File: config.mk
export PLATFORM = sky130hd
export DESIGN_NAME = dp_mem_responder
export DESIGN_NICKNAME = d
export VERILOG_FILES = /design/src/rtl/dp_mem_responder_pkg.sv /design/src/rtl/ibuf_entry.sv /design/src/rtl/dp_mem_responder.sv
export SDC_FILE = /design/constraint.sdc
export NUM_CORES = 1
export LEC_CHECK = 0
export CORE_ASPECT_RATIO = 2
export CORE_MARGIN = 2
export CORE_UTILIZATION = 35
export DETAILED_ROUTE_END_ITERATION = 8
export DONT_BUFFER_PORTS = 1
export PLACE_DENSITY = 0.49
export SYNTH_ARGS = -nofsm -noshare
export SYNTH_HDL_FRONTEND = slang
export SYNTH_SLANG_ARGS = --single-unit
export TNS_END_PERCENT = 10
File: constraint.sdc
create_clock -name CLK -period 8 [get_ports CLK]
set_input_delay 2 -clock CLK [delete_from_list [all_inputs] [get_ports CLK]]
set_output_delay 2 -clock CLK [all_outputs]
set_load 0.005 [all_outputs]
File: src/rtl/dp_mem_responder_pkg.sv
// Shared types for the memory-side responder: RAM handshake state, word type, responder FSM.
// Pure declarations, no logic.
package dp_mem_responder_pkg;

  typedef logic [31:0] word_t;

  typedef enum logic [1:0] {FREE, BUSY, ACCESS, ERROR} ramstate_t;

  typedef enum logic [1:0] {IDLE, DACC, IACC, HALTED} resp_state_t;

endpackage

File: src/rtl/ibuf_entry.sv
// One-entry instruction buffer: fill on RAM fetch, drop on matching store, zero-latency compare.
// Latency: hit is combinational on lookup_addr; fill/invalidate take effect next cycle.
module ibuf_entry
  import dp_mem_responder_pkg::*;
(
  input  logic  CLK,
  input  logic  nRST,
  input  logic  fill,
  input  word_t fill_addr,
  input  word_t fill_data,
  input  logic  inval,
  input  word_t inval_addr,
  input  word_t lookup_addr,
  output logic  hit,
  output word_t data
);

  logic  valid;
  word_t addr;

  always_ff @(posedge CLK or negedge nRST) begin
    if (!nRST) begin
      valid <= 1'b0;
      addr  <= '0;
      data  <= '0;
    end else if (fill) begin
      valid <= 1'b1;
      addr  <= fill_addr;
      data  <= fill_data;
    end else if (inval && inval_addr == addr) begin
      valid <= 1'b0;
    end
  end

  assign hit = valid && (lookup_addr == addr);

endmodule

File: src/rtl/dp_mem_responder.sv
// Serves imem/dmem requests over one RAM port (dmem first); hits pulse in the RAM ACCESS cycle, ibuf hits in the request cycle.
// Backpressure: requester holds REN/WEN until its hit; RAM stalls via ramstate, bounded by TIMEOUT.
module dp_mem_responder
  import dp_mem_responder_pkg::*;
#(
  parameter int TIMEOUT = 64,
  parameter bit IBUF_EN = 1'b1
) (
  input  logic      CLK,
  input  logic      nRST,
  input  logic      halt,
  input  logic      imemREN,
  input  word_t     imemaddr,
  input  logic      dmemREN,
  input  logic      dmemWEN,
  input  word_t     dmemaddr,
  input  word_t     dmemstore,
  output logic      ihit,
  output word_t     imemload,
  output logic      dhit,
  output word_t     dmemload,
  output logic      ramREN,
  output logic      ramWEN,
  output word_t     ramaddr,
  output word_t     ramstore,
  input  word_t     ramload,
  input  ramstate_t ramstate,
  output logic      memerr
);

  localparam int CW = $clog2(TIMEOUT) + 1;

  resp_state_t   state;
  word_t         lat_addr, lat_store;
  logic          lat_wen, halt_seen;
  logic [CW-1:0] wait_cnt;

  logic  in_acc, acc_ok, acc_err, done;
  logic  ibuf_match, ibuf_hit_now, ibuf_fill, ibuf_inval;
  word_t ibuf_data;

  assign in_acc  = (state == DACC) || (state == IACC);
  assign acc_ok  = in_acc && (ramstate == ACCESS);
  assign acc_err = in_acc && !acc_ok && ((ramstate == ERROR) || (wait_cnt == CW'(TIMEOUT - 1)));
  assign done    = acc_ok || acc_err;

  // Buffer hit only when nothing of higher priority claims this IDLE cycle.
  assign ibuf_hit_now = IBUF_EN && (state == IDLE) && !halt && !dmemREN && !dmemWEN
                        && imemREN && ibuf_match;

  assign ihit     = ibuf_hit_now || ((state == IACC) && done);
  assign imemload = ibuf_hit_now ? ibuf_data :
                    ((state == IACC) && acc_ok) ? ramload : '0;
  assign dhit     = (state == DACC) && done;
  assign dmemload = ((state == DACC) && acc_ok && !lat_wen) ? ramload : '0;

  assign ramREN   = (state == IACC) || ((state == DACC) && !lat_wen);
  assign ramWEN   = (state == DACC) && lat_wen;
  assign ramaddr  = in_acc ? lat_addr : '0;
  assign ramstore = ramWEN ? lat_store : '0;

  assign ibuf_fill  = IBUF_EN && (state == IACC) && acc_ok;
  assign ibuf_inval = (state == DACC) && done && lat_wen;

  ibuf_entry u_ibuf (
    .CLK         (CLK),
    .nRST        (nRST),
    .fill        (ibuf_fill),
    .fill_addr   (lat_addr),
    .fill_data   (ramload),
    .inval       (ibuf_inval),
    .inval_addr  (lat_addr),
    .lookup_addr (imemaddr),
    .hit         (ibuf_match),
    .data        (ibuf_data)
  );

  always_ff @(posedge CLK or negedge nRST) begin
    if (!nRST) begin
      state     <= IDLE;
      lat_addr  <= '0;
      lat_store <= '0;
      lat_wen   <= 1'b0;
      halt_seen <= 1'b0;
      wait_cnt  <= '0;
      memerr    <= 1'b0;
    end else begin
      case (state)
        IDLE: begin
          wait_cnt  <= '0;
          halt_seen <= 1'b0;
          if (halt) begin
            state <= HALTED;
          end else if (dmemREN || dmemWEN) begin
            state     <= DACC;
            lat_addr  <= dmemaddr;
            lat_store <= dmemstore;
            lat_wen   <= dmemWEN;
          end else if (imemREN && !ibuf_hit_now) begin
            state    <= IACC;
            lat_addr <= imemaddr;
            lat_wen  <= 1'b0;
          end
        end
        DACC, IACC: begin
          if (halt) halt_seen <= 1'b1;
          // A halt raised mid-access lets the access finish before parking.
          if (done) begin
            wait_cnt <= '0;
            state    <= (halt || halt_seen) ? HALTED : IDLE;
            if (acc_err) memerr <= 1'b1;
          end else begin
            wait_cnt <= wait_cnt + 1'b1;
          end
        end
        default: ;
      endcase
    end
  end

endmodule

== Yosys cells after proc, flatten, opt, wreduce, memory -nomap -nowiden ==
Index checks and enable logic that the tools add are counted.

* Register bits after elaboration: 141
* Output and inout bits: 133
* Logic and storage cells: 85

* $add $sub $neg: 1
* Equal/unequal tests: 10
* Multiplexer cells: 21
* Bitwise operators: 1
* Reduce and logical (&&, ||, !) cells: 42

{| class="wikitable"
|+ Operators with widths
! kind !! count
|-
| $mux W32 || 7
|-
| $eq A32 B32 Y1 || 2
|-
| $logic_and A1 B1 Y1 || 19
|-
| $pmux W7 S2 || 1
|-
| $reduce_and A3 Y1 || 4
|-
| $mux W2 || 5
|-
| $add A7 B1 Y7 const B || 1
|-
| $eq A7 B6 Y1 const B || 1
|-
| $logic_or A1 B1 Y1 || 7
|-
| $mux W7 || 1
|-
| $eq A2 B2 Y1 const B || 3
|-
| $logic_not A1 Y1 || 6
|-
| $reduce_bool A2 Y1 || 3
|-
| $mux W1 || 5
|-
| $ne A2 B2 Y1 const B || 2
|-
| $ne A4 B2 Y1 const B || 1
|-
| $pmux W2 S2 || 1
|-
| $eq A2 B1 Y1 const B || 1
|-
| $logic_not A2 Y1 || 1
|-
| $pmux W1 S2 || 1
|-
| $reduce_and A2 Y1 || 1
|-
| $reduce_or A2 Y1 || 1
|-
| $not A1 Y1 || 1
|}

== Logic depth before layout (Yosys ltp) ==
Gate-level depths: netlist of the first run.

* Depth in word-level cells: 12
* Gate-level depth with buffers: 9

== Hierarchy ==
From an unflattened synthesis of the first run, not the netlist that was laid out.

* Cells, all modules: 666
* Area, all modules: 7460.9 um^2

{| class="wikitable"
|+ By module, submodules not included
! module !! times used !! cells each !! area each (um^2)
|-
| dp_mem_responder || 1 || 443 || 4367.9
|-
| ibuf_entry || 1 || 223 || 3093.0
|}

== Worst setup path before layout of the first run ==
Ideal clock, no wire load.

* Kind: input-to-output
* From: input imemaddr[9]
* To: output imemload[10]
* Arrival time: 3474 ps
* Required time: 6000 ps
* Path slack: 2526 ps
* Cell stages on the path: 7
* Path buffers: 1
* Path through: xor2_1 > nor4_1 > nand3_1 > nor4_4 > clkbuf_1 > nand2_1 > o21ai_0

* Longest elaborated chain between the ends: 4

{| class="wikitable"
|+ Ends and longest elaborated chain
! what !! line !! source
|-
| from (decl) || dp_mem_responder.sv:13 || <nowiki>input word_t imemaddr,</nowiki>
|-
| $eq A32 B32 Y1 || ibuf_entry.sv:35 || <nowiki>assign hit = valid && (lookup_addr == addr);</nowiki>
|-
| $logic_and A1 B1 Y1 || ibuf_entry.sv:35 ||
|-
| $logic_and A1 B1 Y1 || dp_mem_responder.sv:49 || <nowiki>&& imemREN && ibuf_match;</nowiki>
|-
| $mux W32 || dp_mem_responder.sv:52 || <nowiki>assign imemload = ibuf_hit_now ? ibuf_data :</nowiki>
|-
| to (decl) || dp_mem_responder.sv:19 || <nowiki>output word_t imemload,</nowiki>
|}

Every way passes these cells.

== Worst setup path in the final report of the first run ==
* From: input imemaddr[23]
* To: output imemload[26]

Same word-level chain as after synthesis.

==> flow_results.org, run 1 <==
** Synthesis
- Number of synthesized flops with an enable pin :: 0
- Of the post-synthesis cell area, the dominant cell type holds 0.469.
- Post-synthesis instance total :: between 800 and 900
- For this run, the number of Yosys warnings is 0.
- Top_reg_cell synth :: sky130_fd_sc_hd__dfrtp_1
- sky130_fd_sc_hd__dfrtp_1 takes more of the synthesized area than any other cell.
- Post-synthesis cell area :: 7530 µm²
- Yosys mapped the design onto 45 distinct sky130hd cell types.
- The number of nets handed over by synthesis was between 900 and 1,000.
- In the synthesized netlist the async set-or-reset flop fraction comes to 1.00.
- Top post-synthesis cells by area :: sky130_fd_sc_hd__dfrtp_1 47%, sky130_fd_sc_hd__nand2_1 12%, sky130_fd_sc_hd__and2_1 5.5%
- The share of the Yosys chip area taken by registers is 0.469.
- A synthesized cell averages between 9 and 10 µm².
- The synthesized design contains between 100 and 150 register bits.

** Power
- Portion of total power attributed to combinational logic :: 0.270
- Proportion of power drawn by flip-flops and latches :: 0.448
- Power per cell area :: 332 nW/µm²
- Switching fraction of total power :: 0.342
- Clock share of power :: 0.282
- Total power for the finished layout comes to 2770 µW.
- The analysis attributes to cell leakage a power of 0.00393 µW.
- VDD IR max :: ~0.15 mV
- Summed over all nets, the switching power comes to about 950 µW.
- Cell Int Power :: 1820 µW

** Place
- Summed over all nets, the half-perimeter wirelength after detailed placement is around 16 mm.
- Final weighted congestion in routability-driven placement :: ~0.81
- The count of buffers added on input and output ports is 0.

** Setup path
- Worst path required time :: 6.00 ns
- The worst setup path is captured at an output port.
- In this run the worst path has a maximum fanout of 32.
- Walking the worst path, the cells encountered are xor2_1, nor4_1, nand3_1, or2_1, nor2_2, o21ai_0.
- Data arrives at the worst endpoint at 4.51 ns.
- Launching element type of the critical path :: input pin
- For this design, the slowest cell found on the critical path is sky130_fd_sc_hd__nor2_2.
- Kind of critical path :: input pin to output port
- On the worst path, the slowest cell contributes a delay of about 0.80 ns.

** Timing
- RSZ-0062 raised after global routing :: false
- The number of max-slew violations in the final report came to 0.
- Derived from the worst setup path, the maximum achievable clock frequency is 154 MHz.
- Final setup violation count :: 0
- The clock arrives with between 0.009 and 0.01 ns of skew.
- Measured against its own limit, the worst slew margin works out to 0.283.
- Dividing the final minimum period by the clock period gives 0.814.
- Measured slew at the worst slew-check pin :: about 1.1 ns
- The final hold violation count is 0.
- Final period demand of the worst path :: about 6.5 ns
- For the final routed database, the setup TNS stands at 0 ns.
- Across all hold checks on the routed design, the worst slack comes to between 0.4 and 0.5 ns.

** Die
- Die footprint :: about 23,000 µm²
- Chip Width :: about 110 µm
- In this run the vertical extent of the chip is between 200 and 250 µm.
- Core area :: around 21,000 µm²
- For this configuration, the core starts out at a cell density of 0.358.
- Std cell rows :: 75
- Number of I/O pins :: 269

** Cells and area
- Synthesis-to-finish area growth :: 10.8%
- Number of nets in the finished design :: between 900 and 1,000
- Total of fill cells in the finished design :: roughly 2,100
- Of the cells placed in the final design, the portion with a size suffix greater than 1 is 0.0948.

** Routing
- The final layout contains routed wiring with a total length of 22.6 mm.
- Number of routed nets with antenna violations :: 0
- 1st-iter DRT viols :: roughly 240
- Vias per cell :: 5.36
- For this run, the detailed router's first-pass iteration total came to 5.
- Across all layers, the routed design uses 5,798 vias.
- After detailed routing, the average wire length per cell comes to 20.9 µm.
- Number of DRC violations after detailed routing :: 0

** CTS
- Resize count post-CTS :: 0
- The number of setup buffers added after CTS is 0.
- The tree is rooted in a sky130_fd_sc_hd__clkbuf_16.
- Clock edge transition at the registers on the reported setup and hold paths :: about 0.05 ns
- Number of buffers on the longest clock path :: 2
- The number of hold buffers added after CTS was 0.
- Total number of clock tree sinks :: about 140
- Counting the buffers created by CTS gives 17.
- The clock reaches the later pin of the worst-skew pair after around 0.43 ns.
- # H-tree levels :: 4
- TritonCTS clock tree :: done

** GRT
- The number of antenna violations at the first check in global routing was 1.
- Across every metal layer, demand over resource in global routing totals 0.200.
- For this run the aggregate overflow at the end of global routing stands at 0.
- The first global-routing pass estimated ~34 mm of wire.
- Vias in the first global route :: 6,166
- Entering global routing, the biggest net connects ~140 pins.

** Outcome
- Status :: completed

** Job
- Number of maximum-capacitance constraint violations :: 0

** Hold path
- Hold/Removal Path Class :: flip-flop to flip-flop
routing by layer:
metal	global-route usage	wire length [µm]	vias to the layer above
li1	-	-	2708
met1	0.199	7740	2854
met2	0.386	13000	209
met3	0.0514	1260	27
met4	0.0782	549	0
met5	0	0	-
worst max-delay path: cells and delay by family:
kind,cells,cell delay [ns]
AO/OA/AOI/OAI,1,0.34
XOR/XNOR,1,0.22
AND/OR/NAND/NOR,4,1.93
area by class of cell:
cell class,count,area (µm²),share of cell area
Clock inverter,10,115,0.0138
Sequential cell,141,3530,0.423
Multi-Input combinational cell,626,3810,0.457
Inverter,6,22.5,0.00270
Tap cell,269,337,0.0404
Antenna cell,1,2.50,0.000300
Clock buffer,21,460,0.0552
Timing Repair Buffer,8,60.1,0.00720
cell usage in the layout, fill, tap and decap left out, drive strengths merged, types with 2 or more instances in the layout:
cell type / netlist / routed
a21o: 2 / 2
a21oi: 2 / 2
and2: 66 / 66
and3: 36 / 36
buf: 7 / 8
bufinv: 0 / 2
clkbuf: 39 / 21
clkinv: 0 / 4
clkinvlp: 0 / 3
dfrtp: 141 / 141
ha: 5 / 5
inv: 6 / 7
mux2: 32 / 32
nand2: 235 / 235
nand2b: 37 / 37
nand3: 2 / 2
nand4: 9 / 9
nand4b: 2 / 2
nor2: 12 / 12
nor2b: 10 / 10
nor3: 8 / 8
nor4: 12 / 12
o21a: 2 / 2
o21ai: 40 / 40
o221a: 32 / 32
o31ai: 4 / 4
or2: 2 / 2
or3: 2 / 2
xnor2: 23 / 23
xor2: 37 / 37
power groups by stage:
| stage | logic (µW) | registers (µW) | clock network (µW) |
|---|---|---|---|
| floorplan | 568 | 1170 | 0 |
| global placement | 743 | 1240 | 0 |
| detailed placement | 761 | 1250 | 0 |
| CTS | 764 | 1240 | 806 |
| global route | 831 | 1280 | 831 |
| finish | 746 | 1240 | 781 |
cell usage after synthesis (4+ instances only):
| cell | count |
|---|---|
| sky130_fd_sc_hd__and2_1 | 66 |
| sky130_fd_sc_hd__and3_1 | 36 |
| sky130_fd_sc_hd__buf_2 | 6 |
| sky130_fd_sc_hd__clkbuf_1 | 39 |
| sky130_fd_sc_hd__dfrtp_1 | 141 |
| sky130_fd_sc_hd__ha_1 | 5 |
| sky130_fd_sc_hd__inv_1 | 6 |
| sky130_fd_sc_hd__mux2_2 | 32 |
| sky130_fd_sc_hd__nand2_1 | 235 |
| sky130_fd_sc_hd__nand2b_1 | 37 |
| sky130_fd_sc_hd__nand4_1 | 9 |
| sky130_fd_sc_hd__nor2_1 | 12 |
| sky130_fd_sc_hd__nor2b_1 | 10 |
| sky130_fd_sc_hd__nor3_1 | 8 |
| sky130_fd_sc_hd__nor4_1 | 11 |
| sky130_fd_sc_hd__o21ai_0 | 40 |
| sky130_fd_sc_hd__o221a_1 | 30 |
| sky130_fd_sc_hd__o31ai_1 | 4 |
| sky130_fd_sc_hd__xnor2_1 | 23 |
| sky130_fd_sc_hd__xor2_1 | 37 |
cells by family (layout without fill, tap and decap cells):
| kind of cell | count (synthesis) | after routing | synth area share |
|---|---|---|---|
| xor gates and xnor gates | 60 | 60 | 0.0698 |
| other | 0 | 1 | 0 |
| DFF | 141 | 141 | 0.469 |
| adders and majority gates | 5 | 5 | 0.00831 |
| and+or+nand+nor | 435 | 435 | 0.281 |
| AOI/OAI and AO/OA | 93 | 93 | 0.0959 |
| muxes | 33 | 33 | 0.0492 |
| buffers and inverters | 52 | 45 | 0.0269 |
sequential cells by signal, summed over array words and instances, names as in the netlist:
register,count
halt_seen,1
lat_addr,32
lat_store,32
lat_wen,1
memerr,1
state,2
u_ibuf.addr,32
u_ibuf.data,32
u_ibuf.valid,1
wait_cnt,7
per-stage QoR:
step | util | setup WS, ns | instance area, µm² | cells
2_1_floorplan | - | 2.53 | 7530 | 819
5_1_grt | 0.397 | 1.27 | 8340 | 1081
6_report | 0.397 | 1.49 | 8340 | 1082
4_1_cts | 0.397 | 1.41 | 8340 | 1081
3_5_place_dp | 0.369 | 1.42 | 7760 | 1050
3_3_place_gp | 0.369 | 1.46 | 7760 | 1050
worst paths after layout:
check | cells past startpoint | to | slack, ns | from
hold / removal | 2 | u_ibuf.data[26] | 0.48 | u_ibuf.data[26]
hold reg to reg | 2 | u_ibuf.data[26] | 0.48 | u_ibuf.data[26]
setup reg to reg | 8 | lat_addr[18] | 4.97 | u_ibuf.addr[23]
min in group asynchronous | 0 | lat_addr[2] | 1.27 | nRST
max in group asynchronous | 0 | u_ibuf.data[11] | 6.48 | nRST
setup / recovery | 6 | imemload[26] | 1.49 | imemaddr[23]
(Power assumes the default switching activity.)
==> run 2: changes to the inputs <==
- clock period: 8 -> 6.5 ns (I/O delays scaled with it)
==> run 2 against run 1 <==
  * Total power up 27%
  * Combinational power up 23%
  * Cell count up 0.46%
  * Worst hold slack about the same
  * Highest routed layer unchanged
  * Non-clock buffer count up 2
  * Global-route usage up 0.18 points
  * Sequential power up 23%
  * Register-to-register slack worse by 1.3 ns
  * Core utilization up 0.43 points
  * Via count up 0.36%
  * Clock skew down 0.0026 ns
==> flow_results.org, run 2 (synthesis results as in run 1) <==
** GRT
- Overall global routing resource usage :: 0.202
- Initial antenna violation count :: 3
- Vias in the first global route :: approximately 6,000
- Global routing finished with a remaining overflow of 0.
- Global-route wire length before repair :: around 34 mm
- Entering global routing, the biggest net connects 142 pins.

** Place
- Dpl hpwl :: roughly 17 mm
- The congestion estimate from routability-driven global placement came to 0.821.
- IO buf count :: 0

** Setup path
- Critical path peak fanout :: 32
- Worst path required time :: slightly below 5 ns
- The startpoint identified for the worst register-to-register timing path is state[1].
- Kind of critical path :: input pin to output port
- Number of cells traversed by the worst register-to-register path :: 10
- Startpoint of the most critical setup path :: imemaddr[23]
- STA puts the critical path data arrival time at about 3.3 ns.
- The endpoint identified for the worst register-to-register timing path is lat_addr[18].
- Worst-case register-to-register setup slack :: between 3 and 4 ns
- STA classifies the critical path endpoint as an output port.
- The worst setup path is launched from an input pin.

** Cells and area
- Top library cells by usage in the layout, fill and taps aside :: 235 x sky130_fd_sc_hd__nand2_1, 141 x sky130_fd_sc_hd__dfrtp_1, 66 x sky130_fd_sc_hd__and2_1, 40 x sky130_fd_sc_hd__o21ai_0
- The library cell used most frequently in the layout, excluding fill and tap cells, is sky130_fd_sc_hd__nand2_1.
- After the last flow step, the layout net total stands at 943.
- Core occupancy in the finished layout :: 0.401
- Layout cells sized above 1 :: 0.101
- From synthesis to final layout, the design area changed by 12.0%.

** CTS
- Clock-pin slew was measured on the worst setup and hold paths at ~0.05 ns.
- Hold buffers post-CTS :: 0
- Resize count post-CTS :: 0
- In this run the post-CTS setup repair buffer count came out at 0.
- Clock latency on the worst-skew pair, taken at its later pin, is between 0.4 and 0.5 ns.
- TritonCTS built the clock tree.
- Total number of clock tree sinks :: 141
- Number of CTS-inserted buffers :: 17
- Number of buffers on the longest clock path :: 2
- # H-tree levels :: 4
- Root cell of the clock tree :: sky130_fd_sc_hd__clkbuf_16

** Die
- Std cell rows :: 75
- Starting density of the core :: 0.358
- DIE HEIGHT :: about 210 µm
- Chip Width :: about 110 µm
- 269 I/O pins were placed.
- After floorplanning, the core was sized to cover 21,000 µm².
- Die footprint :: roughly 23,000 µm²

** Timing
- Slew headroom :: 0.323
- Worst Clk Skew :: about 0.0070 ns
- Final setup violation count :: 0
- At the pin with the least slew margin, the transition time is between 1 and 1.5 ns.
- After routing, the total negative slack on setup checks comes to 0 ns.
- Final period demand of the worst path :: 4.97 ns
- Setup repair after global routing left no endpoint under its margin.
- Final Hold Fails :: 0
- The number of max-slew violations in the final report is 0.
- Period Utilization, post-route :: 0.764
- Highest achievable clock rate :: roughly 200 MHz

** Routing
- 1st-iter DRT viols :: 215
- Using the TritonRoute via totals, the vias-per-cell ratio works out to ~5.4.
- Number of DRC violations after detailed routing :: 0
- For this run, the detailed router's first-pass iteration total came to 4.
- Final wirelength :: 22.6 mm
- Routed wirelength normalized by instance count :: around 21 µm
- Once detail routing completed, the nets flagged for antenna violations numbered 0.
- Via Count :: 5,819

** Power
- Power spent charging and discharging nets :: between 1000 and 1500 µW
- In this run the static leakage power is 0.00399 µW.
- Clock share of power :: 0.306
- Proportion of power drawn by flip-flops and latches :: 0.434
- Switching fraction of total power :: 0.332
- Power per cell area :: ~420 nW/µm²
- The internal portion of the total power is between 2000 and 2500 µW.
- Portion of total power attributed to combinational logic :: 0.260
- IR analysis of the VDD net gives a maximum drop of ~0.24 mV.

** Outcome
- The run finished with clean final reports.

** Hold path
- Terminating pin of the worst hold path :: u_ibuf.data[16]
- Worst hold path stage count :: 2
- Hold Path Origin :: u_ibuf.data[16]
- The worst hold path belongs to the class flip-flop to flip-flop.

** Job
- Max-cap violations in this run came to 0.
## run 2: cell count changes in the layout (fill, tap and decap cells not counted), sizes merged
cell	before	now
buf	8	10
bufinv	2	5
clkbuf	21	19
clkinv	4	8
clkinvlp	3	0
diode	1	3
inv	7	6
## run 2: worst max-delay path, stage by stage
cell and delay, ns:
sky130_fd_sc_hd__xor2_1 0.19, sky130_fd_sc_hd__nor4_1 0.34, sky130_fd_sc_hd__nand3_1 0.21, sky130_fd_sc_hd__or2_1 0.34, sky130_fd_sc_hd__nor2_2 0.12, sky130_fd_sc_hd__buf_4 0.29, sky130_fd_sc_hd__o21ai_0 0.21
## run 2: final cells by class
class,instances,area (µm²)
tap,269,337
clock buffer,19,453
inverter,6,22.5
timing repair buffer,10,75.1
antenna,3,7.51
clock inverter,13,194
multi-input combinational,626,3810
sequential,141,3530
fill,2134,12600
## run 2: power by group through the flow
stage | Clock (µW) | Sequential [µW] | Combinational, µW
global placement | 0 | 1530 | 914
detailed placement | 0 | 1540 | 935
floorplan | 0 | 1440 | 699
CTS | 1110 | 1530 | 937
finish | 1080 | 1530 | 915
global route | 1140 | 1580 | 1010
## run 2: how the worst max path moves through the flow
stage / end / slack [ns] / cells past startpoint
final: imemload[29] / 1.53 / 7
after global routing: imemload[17] / 1.37 / 7
after CTS: imemload[17] / 1.47 / 7
after detailed placement: imemload[17] / 1.48 / 7
after global placement: imemload[27] / 1.57 / 7
after floorplan: imemload[10] / 1.78 / 7
## run 2: per-layer routing
layer / track usage / up-vias / wire [µm]
met5: 0 / - / 0
met4: 0.118 / 0 / 1000
met3: 0.0490 / 43 / 1290
met2: 0.372 / 216 / 12600
met1: 0.200 / 2842 / 7730
li1: - / 2718 / -
## run 2: through the flow
step	hold slack (ns)	worst slack [ns]	instance area, µm²	std cells	total power (µW)
2_1_floorplan	0.446	1.78	7530	819	2140
3_3_place_gp	0.460	1.57	7770	1052	2440
3_5_place_dp	0.463	1.48	7770	1052	2480
4_1_cts	0.479	1.47	8420	1084	3580
5_1_grt	0.505	1.37	8430	1086	3730
6_report	0.475	1.53	8430	1087	3530
==> run 3: changes to the inputs <==
- PLACE_DENSITY: 0.49 -> 0.51
- clock period: 6.5 -> 4.4 ns (I/O delays scaled with it)
==> run 3 against run 2 <==
  * Global-route usage increased by 0.10 points
  * Critical path depth unchanged
  * Critical path type unchanged
  * Die area stayed put
  * Largest cell class unchanged
  * Critical endpoint is now imemload[24]
==> flow_results.org, run 3 (synthesis results as in run 1) <==
** Outcome
- The run finished with clean final reports.

** Die
- Die footprint :: 22,800 µm²
- DIE HEIGHT :: 211 µm
- Std cell rows :: between 70 and 80
- From left edge to right edge, the die measures roughly 110 µm.
- The region available for standard cell placement spans 21,000 µm².
- For this configuration, the core starts out at a cell density of 0.358.
- In this run the count of I/O pins placed on the die edge is 269.

** Timing
- RSZ-0062 raised after global routing :: false
- Measured slew at the worst slew-check pin :: 0.728 ns
- Final period demand of the worst path :: roughly 4.0 ns
- In the finished design, the share of the clock period the worst path needs comes to 0.907.
- The number of max-slew violations in the final report is 0.
- Total Negative Setup Slacks :: 0 ns
- For the final database, setup skew stands at a little over 0.009 ns.
- Highest achievable clock rate :: 251 MHz
- Final setup violation count :: 0
- Final Hold Fails :: 0
- Slew headroom :: 0.513

** Routing
- Final wirelength :: 23.1 mm
- Number of DRC violations after detailed routing :: 0
- Vias per cell :: ~5.3
- Routed wirelength normalized by instance count :: between 20 and 25 µm
- Summing over every cut layer, the via total after detailed routing is 5,735.
- Detailed Routing Iterations Pass 1 :: 4
- In this run the remaining antenna-violating nets after routing total 0.
- 1st-iter DRT viols :: around 320

** Setup path
- Setup slack on the worst reg-to-reg path comes out at 1.66 ns.
- At the worst endpoint, the required time is 3.30 ns.
- Critical path peak fanout :: 32
- The slowest stage of the critical path belongs to the cell sky130_fd_sc_hd__nor4_1.
- Launching point of the worst reg2reg path :: u_ibuf.addr[23]
- The signal on the critical path passes through xor2_1, nor4_1, nand3_1, or2_1, nor2_2, buf_12, o21ai_0.
- The number of cells on the worst reg-to-reg path is 8.
- STA puts the critical path data arrival time at ~2.9 ns.
- The endpoint identified for the worst register-to-register timing path is lat_addr[28].
- Kind of critical path :: input pin to output port
- Slowest Stage Delay on Critical Path :: 0.47 ns
- Launching element type of the critical path :: input pin
- STA classifies the critical path endpoint as an output port.

** Cells and area
- Core occupancy in the finished layout :: 0.401
- In the final layout, the share of cells above drive strength 1 is 0.103.
- Number of nets in the finished design :: about 950
- In the layout the commonest cells are 235 x sky130_fd_sc_hd__nand2_1, 141 x sky130_fd_sc_hd__dfrtp_1, 66 x sky130_fd_sc_hd__and2_1, 40 x sky130_fd_sc_hd__o21ai_0.
- Compared with the post-synthesis result, the final layout area differs by 12.1%.
- Leaving out fill and tap cells, the most frequent cell in the layout is sky130_fd_sc_hd__nand2_1.
- Non-filler instance count after layout :: approximately 1,100

** GRT
- GR Overflow Total :: 0
- Largest net degree at the start of global routing :: around 140
- The first global-routing pass estimated between 30 and 40 mm of wire.
- Initial antenna violation count :: 2
- The via count of the first global-routing pass is between 6,000 and 7,000.
- For this run, the total global-route usage over all layers was measured as 0.203.

** CTS
- Number of buffers on the longest clock path :: 2
- Clock edge transition at the registers on the reported setup and hold paths :: around 0.060 ns
- CTS built an H-tree with a depth of 4.
- Number of CTS-inserted buffers :: 17
- Post-CTS timing repair inserted 0 buffers for setup.
- Latest clock arrival within the worst-skew pair :: 0.42 ns
- In this run, post-CTS hold repair placed 0 buffers.
- In this run the clock root is driven by a sky130_fd_sc_hd__clkbuf_16.
- TritonCTS built the clock tree.
- The number of gates resized after CTS was 0.
- Total number of clock tree sinks :: roughly 140

** Power
- Clock share of power :: 0.293
- In this run the power density over the cells is approximately 600 nW/µm².
- VDD IR max :: roughly 0.23 mV
- Of the total power, combinational logic draws 0.264.
- Of the total power, the share spent switching nets is 0.341.
- Leakage power figure :: around 0.004 µW
- Proportion of power drawn by flip-flops and latches :: 0.443
- Power spent charging and discharging nets :: 1740 µW
- Cell Int Power :: between 3000 and 4000 µW

** Job
- Number of maximum-capacitance constraint violations :: 0

** Place
- Dpl hpwl :: between 15 and 20 mm
- Placed cell count :: approximately 1,100
- In this run the tool buffered the top-level ports with 0 buffer cells.
- Final weighted congestion in routability-driven placement :: around 0.79

** Hold path
- The worst hold path belongs to the class input pin to asynchronous set/reset pin.
## run 3: power groups by stage
stage | clock (µW) | sequential [µW] | combinational (µW)
global placement | 0 | 2280 | 1360
detailed placement | 0 | 2280 | 1370
CTS | 1540 | 2260 | 1370
floorplan | 0 | 2130 | 1030
global route | 1600 | 2330 | 1500
finish | 1490 | 2260 | 1350
## run 3: worst max path at each step
stage,start,end,slack (ns),cells past startpoint
after floorplan,imemaddr[9],imemload[10],0.73,7
after global placement,imemaddr[23],imemload[24],0.38,7
after detailed placement,imemaddr[23],imemload[16],0.38,7
after CTS,imemaddr[23],imemload[16],0.37,7
after global routing,imemaddr[23],imemload[6],0.31,7
final,imemaddr[23],imemload[24],0.41,7
## run 3: metrics by stage
step	setup WS (ns)	hold slack (ns)	power [µW]	instance area (µm²)
3_3_place_gp	0.378	0.467	3640	7820
4_1_cts	0.368	0.347	5180	8430
5_1_grt	0.312	0.342	5430	8430
2_1_floorplan	0.726	0.446	3160	7530
3_5_place_dp	0.379	0.462	3660	7820
6_report	0.410	0.376	5100	8430
## run 3: routing by layer
metal	up-vias	wire (µm)	GRT usage	part of all wire
li1	2721	-	-	-
met4	2	806	0.0986	0.035
met3	41	1340	0.0505	0.058
met1	2764	7620	0.192	0.33
met2	207	13300	0.393	0.58
met5	-	8	0	0.00035
## run 3: area by class of cell
class / count / area [µm²]
well taps: 269 / 337
flip-flops and latches: 141 / 3530
multi-input cells: 626 / 3810
clock inverters: 13 / 165
fillers: 2124 / 12600
repair buffers: 13 / 123
diodes: 1 / 2.50
inverters: 6 / 22.5
clock buffers: 19 / 443
## run 3: worst max-delay path, delay by kind of cell
family | cells | cell delay [ns]
and+or+nand+nor | 4 | 1.24
AOI/OAI and AO/OA | 1 | 0.14
buffers and inverters | 1 | 0.19
xor gates and xnor gates | 1 | 0.20
